===== src/rtl/mem_stage_pkg.sv =====
// Shared definitions for the MEM stage: funct3 access codes, FSM states and
// small helpers for access-size decoding.
package mem_stage_pkg;

  // RV32I funct3 encodings for loads and stores
  localparam logic [2:0] F3_LB  = 3'b000;
  localparam logic [2:0] F3_LH  = 3'b001;
  localparam logic [2:0] F3_LW  = 3'b010;
  localparam logic [2:0] F3_LBU = 3'b100;
  localparam logic [2:0] F3_LHU = 3'b101;
  localparam logic [2:0] F3_SB  = 3'b000;
  localparam logic [2:0] F3_SH  = 3'b001;
  localparam logic [2:0] F3_SW  = 3'b010;

  // Access size lives in funct3[1:0]; 2'b11 is not a legal RV32I size and is treated as a word
  localparam logic [1:0] SZ_BYTE = 2'b00;
  localparam logic [1:0] SZ_HALF = 2'b01;
  localparam logic [1:0] SZ_WORD = 2'b10;

  typedef enum logic {
    ST_IDLE = 1'b0,
    ST_WAIT = 1'b1
  } mem_state_e;

  function automatic logic is_misaligned(input logic [2:0] funct3, input logic [1:0] addr_lo);
    logic mis;
    case (funct3[1:0])
      SZ_BYTE: mis = 1'b0;
      SZ_HALF: mis = addr_lo[0];
      default: mis = (addr_lo != 2'b00);
    endcase
    return mis;
  endfunction

  function automatic logic [3:0] byte_mask(input logic [2:0] funct3, input logic [1:0] addr_lo);
    logic [3:0] mask;
    case (funct3[1:0])
      SZ_BYTE: mask = 4'b0001 << addr_lo;
      SZ_HALF: mask = 4'b0011 << addr_lo;
      default: mask = 4'b1111;
    endcase
    return mask;
  endfunction

endpackage


===== src/rtl/mem_stage_load_align.sv =====
// Load data lane selection and sign/zero extension for the MEM stage.
module load_align
  import mem_stage_pkg::*;
(
  input  logic [31:0] rdata,
  input  logic [1:0]  addr_lo,
  input  logic [2:0]  funct3,
  output logic [31:0] data
);

  logic [7:0]  lane_byte;
  logic [15:0] lane_half;

  // Pick the addressed byte/half from the word, then extend by funct3
  always_comb begin
    case (addr_lo)
      2'd0:    lane_byte = rdata[7:0];
      2'd1:    lane_byte = rdata[15:8];
      2'd2:    lane_byte = rdata[23:16];
      default: lane_byte = rdata[31:24];
    endcase
    lane_half = addr_lo[1] ? rdata[31:16] : rdata[15:0];
    case (funct3)
      F3_LB:   data = {{24{lane_byte[7]}}, lane_byte};
      F3_LBU:  data = {24'd0, lane_byte};
      F3_LH:   data = {{16{lane_half[15]}}, lane_half};
      F3_LHU:  data = {16'd0, lane_half};
      default: data = rdata;
    endcase
  end

endmodule


===== src/rtl/mem_stage.sv =====
// EX/MEM pipeline register and data-memory access unit (req/ack bus) of the
// RV32I core. Generates byte enables, store lane replication, load alignment,
// the pipeline stall and a 1-cycle error pulse for misalignment or timeout.
//
// state | meaning
// IDLE  | no access outstanding; an aligned memop requests in this cycle
// WAIT  | request outstanding, waiting for dmem_ack; wait_cnt counts cycles
//
// Timeout: the request cycle in IDLE plus WAIT cycles with wait_cnt 1..TIMEOUT-1
// are stalled (TIMEOUT cycles with no ack). The cycle in which wait_cnt equals
// TIMEOUT drops the request, releases the stall and pulses mem_err; an ack in
// that cycle is ignored so that dmem_req never depends on dmem_ack.
module mem_stage
  import mem_stage_pkg::*;
#(
  parameter int XLEN    = 32,
  parameter int TIMEOUT = 16
) (
  input  logic            clk,
  input  logic            reset,
  input  logic [XLEN-1:0] ALUResult_ex,
  input  logic [XLEN-1:0] MemWriteData_ex,
  input  logic [4:0]      rdAddr_ex,
  input  logic            RegWrite_ex,
  input  logic            MemRead_ex,
  input  logic            MemWrite_ex,
  input  logic            MemtoReg_ex,
  input  logic [2:0]      funct3_ex,
  input  logic [XLEN-1:0] dmem_rdata,
  input  logic            dmem_ack,
  output logic [XLEN-1:0] ALUResult_mem,
  output logic [4:0]      rdAddr_mem,
  output logic            RegWrite_mem,
  output logic            MemtoReg_mem,
  output logic [XLEN-1:0] MemDout_mem,
  output logic            dmem_req,
  output logic            dmem_we,
  output logic [XLEN-1:0] dmem_addr,
  output logic [XLEN-1:0] dmem_wdata,
  output logic [3:0]      dmem_be,
  output logic            stall_mem,
  output logic            mem_err
);

  localparam logic [7:0] TIMEOUT_CNT = 8'(TIMEOUT);

  logic [XLEN-1:0] wdata_q;
  logic            regwrite_q;
  logic            memread_q;
  logic            memwrite_q;
  logic [2:0]      funct3_q;

  mem_state_e      state;
  logic [7:0]      wait_cnt;

  logic            memop;
  logic            misaligned;
  logic            aligned_op;
  logic            timeout;
  logic [XLEN-1:0] load_data;

  // EX/MEM register: held while stalled, cleared by reset
  always_ff @(posedge clk) begin
    if (reset) begin
      ALUResult_mem <= '0;
      wdata_q       <= '0;
      rdAddr_mem    <= '0;
      regwrite_q    <= 1'b0;
      memread_q     <= 1'b0;
      memwrite_q    <= 1'b0;
      MemtoReg_mem  <= 1'b0;
      funct3_q      <= '0;
    end else if (!stall_mem) begin
      ALUResult_mem <= ALUResult_ex;
      wdata_q       <= MemWriteData_ex;
      rdAddr_mem    <= rdAddr_ex;
      regwrite_q    <= RegWrite_ex;
      memread_q     <= MemRead_ex;
      memwrite_q    <= MemWrite_ex;
      MemtoReg_mem  <= MemtoReg_ex;
      funct3_q      <= funct3_ex;
    end
  end

  // Access FSM: track the outstanding request and count wait cycles
  always_ff @(posedge clk) begin
    if (reset) begin
      state    <= ST_IDLE;
      wait_cnt <= '0;
    end else begin
      case (state)
        ST_IDLE: begin
          if (aligned_op && !dmem_ack) begin
            state    <= ST_WAIT;
            wait_cnt <= 8'd1;
          end
        end
        ST_WAIT: begin
          if (timeout || dmem_ack) begin
            state    <= ST_IDLE;
            wait_cnt <= '0;
          end else begin
            wait_cnt <= wait_cnt + 8'd1;
          end
        end
        default: begin
          state    <= ST_IDLE;
          wait_cnt <= '0;
        end
      endcase
    end
  end

  // Access classification, bus handshake, stall and error generation
  always_comb begin
    memop      = memread_q | memwrite_q;
    misaligned = memop & is_misaligned(funct3_q, ALUResult_mem[1:0]);
    aligned_op = memop & ~misaligned;
    timeout    = (state == ST_WAIT) && (wait_cnt == TIMEOUT_CNT);
    dmem_req   = aligned_op & ~timeout;
    stall_mem  = aligned_op & ~dmem_ack & ~timeout;
    mem_err    = misaligned | timeout;
    RegWrite_mem = regwrite_q & ~mem_err;
  end

  // Bus address, write enable, byte enables and lane-replicated store data
  always_comb begin
    dmem_addr = {ALUResult_mem[XLEN-1:2], 2'b00};
    dmem_we   = dmem_req & memwrite_q;
    dmem_be   = dmem_req ? byte_mask(funct3_q, ALUResult_mem[1:0]) : 4'b0000;
    case (funct3_q[1:0])
      SZ_BYTE: dmem_wdata = {4{wdata_q[7:0]}};
      SZ_HALF: dmem_wdata = {2{wdata_q[15:0]}};
      default: dmem_wdata = wdata_q;
    endcase
  end

  load_align u_load_align (
    .rdata   (dmem_rdata),
    .addr_lo (ALUResult_mem[1:0]),
    .funct3  (funct3_q),
    .data    (load_data)
  );

  // Load result is only presented in the cycle the memory acknowledges a load
  always_comb begin
    MemDout_mem = (dmem_req && memread_q && dmem_ack) ? load_data : '0;
  end

endmodule


===== config.mk =====
export PLATFORM = sky130hd
export DESIGN_NAME = mem_stage
export DESIGN_NICKNAME = d
export VERILOG_FILES = /design/src/rtl/mem_stage_pkg.sv /design/src/rtl/mem_stage_load_align.sv /design/src/rtl/mem_stage.sv
export SDC_FILE = /design/constraint.sdc
export NUM_CORES = 1
export LEC_CHECK = 0
export ABC_AREA = 1
export ABC_CLOCK_PERIOD_IN_PS = 1900
export CAP_MARGIN = 20
export CORE_UTILIZATION = 45
export CTS_BUF_LIST = sky130_fd_sc_hd__clkbuf_8
export CTS_CLUSTER_SIZE = 14
export DETAILED_ROUTE_END_ITERATION = 16
export DONT_BUFFER_PORTS = 1
export SLEW_MARGIN = 20
export SYNTH_ARGS = -nofsm -noshare
export SYNTH_HDL_FRONTEND = slang
export SYNTH_SLANG_ARGS = --single-unit

===== constraint.sdc =====
create_clock -name clk -period 1.9 [get_ports clk]
set_input_delay 0.38 -clock clk [delete_from_list [all_inputs] [get_ports clk]]
set_output_delay 0.38 -clock clk [all_outputs]
set_load 0.01 [all_outputs]

==> impl_metrics.toml <==
[timing]
setup_ws_ns = -0.335
finalSetupViolations = 83
hold_ws_ns = 0.0485
slew_viol_final = 0
fmax_mhz = 447
min_period_ns = 2.23
rsz0062_at_grt = "yes"
finalCritPeriodShare = 1.18
clock-skew-final_ns = 0.0124
hold_viol = 0

[worst_setup_path]
cpPeakStageDelay_ns = 0.35
critPathCaptureType = "primary output"
reg2reg_slack_ns = -0.16
critPathRequiredTime_ns = 1.52
crit_chain = "inv_2 > ha_4 > nand2_4 > inv_2 > nand2_2 > nor2_4 > nor2_4 > nand2_2 > inv_4 > nand2_8 > buf_12 > nor2_4"
cp_slowest_cell = "dfxtp_2"
critPathLaunchType = "flip-flop"
crit_arrival_ns = 1.85
crit_type = "reg -> out"
worst-path-max-fanout = 5
path_common_cell = "nor2_4"

[final_layout]
layout-drive-gt1-share = 0.252
antenna_cells = 0
final_core_util = 0.590
fillCellCount = 1081
area_delta_synth_final_pct = 28.3
layout.nets = 1011

[route]
via_per_inst = 5.22
wl_per_cell_um = 15.7
ant_nets = 0
routed-via-count = 5456
wl_um = 16400
drc = 0
dr.pass1.iters = 7
drt-initial-drc-count = 370

[floorplan]
die_area_sq_um = 12100
row_count = 39
core_area_sq_um = 11400
initial_core_util = 0.460
dieHeight_um = 110
ios = 254
chipWidth_um = 110

[placement]
routabilityCongestion = 0.859
port_buffers = 0
dp_hpwl_um = 10600

[clock_network]
clock_sinks = 85
htreeDepth = 3
numCtsBuffers = 9
cts_root_buf = "clkbuf_8"
clockBufferDepth = 2
cts_tree = "built"
hold_buffers = 0
path_clk_slew_ns = 0.09
clk_latency_ns = 0.38

[logic_synthesis]
yosys.area_share.simple = 0.371
synth_compound_area_frac = 0.116
synth_top_family_by_area = "simple AND/OR/NAND/NOR gates"
synth_ff_type = "dfxtp_1"
yosys.area_share.adder = 0.00477
synth_seq_area_share = 0.324
synthXorXnorAreaFrac = 0.00500
yosys_warnings = 0
synth_top_area_frac = 0.324
ys_ff_latch = 85
ys_top_cells_by_count = "nand2_1 (232), nor2_1 (230), inv_1 (105)"
syn-mean-instance-area_sq_um = 5.92
synth_edf_count = 0
synthArstFlopShare = 0
synth_area_leaders = "dfxtp_1 (32%), nand2_1 (17%), nor2_1 (16%), inv_1 (7.5%), buf_4 (7.3%)"
netlist_instances = 887
netlist_area_sq_um = 5250
synth_area_leader_cell = "dfxtp_1"
yosysMostFrequentCell = "nand2_1"
synthMuxAreaShare = 0
synthDistinctLibCells = 30

[grt]
globalRoute.totalOverflow = 0
grt_start_max_net_pins = 71
grt_use_total = 0.249
grt_pass1_wl_um = 23000
grt_pass1_vias = 4957
antenna_found_initial = 0

[outcome]
status = "finished, violations left"
violations = "negative setup slack"

[power_and_ir_drop]
powerDensity_nw_per_um2 = 756
peakVddDrop_uv = 605
power_leakage_nw = 3.01

[flow_run]
cap_violations = 0

[worst_hold_path]
min_path_type = "in -> reg"
[metal layers]
metal,GRT usage,up-vias,share of wire
met3,0.0723,35,0.077
met1,0.276,2515,0.39
met4,0.114,0,0.024
li1,-,2678,-
met2,0.437,228,0.51
met5,0,-,0
[cell type report]
cell class	instances	area, sq um	area share
timing repair buffer	83	952	0.141
tap	143	179	0.0266
clock inverter	7	48.8	0.00724
sequential	85	1720	0.255
multi-input combinational	608	3290	0.488
inverter	111	432	0.0641
clock buffer	9	124	0.0184
[per-stage QoR]
stage                     total power [mW]  area, sq um  std cells   TNS, ns  setup slack, ns
after floorplan                       3.15         5300        888    -0.159          -0.0199
after global placement                3.39         5440       1001  -0.00604         -0.00604
after detailed placement              3.42         5440       1001    -0.256          -0.0540
after CTS                             4.87         6210       1035    -13.04           -0.358
after global routing                  5.41         6740       1046    -23.83           -0.423
final                                 5.09         6740       1046    -15.58           -0.335
[worst max-delay path, delay by kind of cell (launching register included)]
family,cells,cell delay (ns)
fa+ha+maj,1,0.15
buf+inv,4,0.36
flops,1,0.35
simple gates,7,0.60
[cells by family (layout without fill, tap and decap cells)]
group | count (synthesis) | in the layout
adders and majority gates | 2 | 2
and+or+nand+nor | 497 | 497
buffers and inverters | 195 | 210
AOI/OAI and AO/OA | 104 | 104
other | 1 | 2
xor gates and xnor gates | 3 | 3
DFF | 85 | 85
[flip-flops by register name, summed over array words and instances, names as in the netlist]
| register | flops |
|---|---|
| ALUResult_mem | 32 |
| wdata_q | 32 |
| wait_cnt | 8 |
| rdAddr_mem | 5 |
| funct3_q | 3 |
| MemtoReg_mem | 1 |
| memread_q | 1 |
| memwrite_q | 1 |
| regwrite_q | 1 |
| state | 1 |
[placed cells by master, fill, tap and decap left out, types with 2 or more instances in the layout]
master,synthesis,layout
buf_12,0,10
clkinv_2,0,3
o21a_1,7,7
nor2_4,1,34
buf_4,51,52
nand2_1,232,196
nand3_1,24,22
inv_1,105,98
nand2_4,0,13
dfxtp_1,85,78
buf_6,0,9
conb_1,1,2
dfxtp_4,0,2
inv_6,0,4
a21oi_4,0,2
buf_8,0,3
dfxtp_2,0,5
nor2_2,2,17
clkbuf_16,0,5
o211ai_1,15,15
inv_4,0,2
nand3_2,1,3
o21ai_0,52,43
o21ai_2,0,3
nor2_1,230,182
a21oi_1,20,15
xor2_1,3,3
o21ai_1,0,5
clkbuf_8,0,9
o221ai_4,0,8
a21oi_2,0,3
nor3_1,2,2
buf_16,0,3
inv_2,4,8
nand2_2,1,23
[timing repair]
item                                    in CTS  in global routing
endpoints found under the setup margin      57                105
gates resized for setup                    117                101
setup buffers                               15                 11
gates cloned                                 4                  7
pin swaps                                   23                 26
[where the power goes]
| part | leakage [nW] | switching [mW] | internal [mW] | total (mW) |
|---|---|---|---|---|
| logic | 2.21 | 1.05 | 0.703 | 1.76 |
| clock network | 0.0898 | 0.711 | 0.479 | 1.19 |
| registers | 0.710 | 0.200 | 1.94 | 2.14 |
| total | 3.01 | 1.97 | 3.13 | 5.09 |
[worst paths after layout]
path,start,to,cells after the start
setup / recovery,wait_cnt[0],MemDout_mem[22],12
hold / removal,reset,wait_cnt[4],1
setup reg to reg,wait_cnt[0],ALUResult_mem[23],17
hold reg to reg,wait_cnt[4],wait_cnt[4],2
No activity file was read; power rests on OpenSTA's default activity.
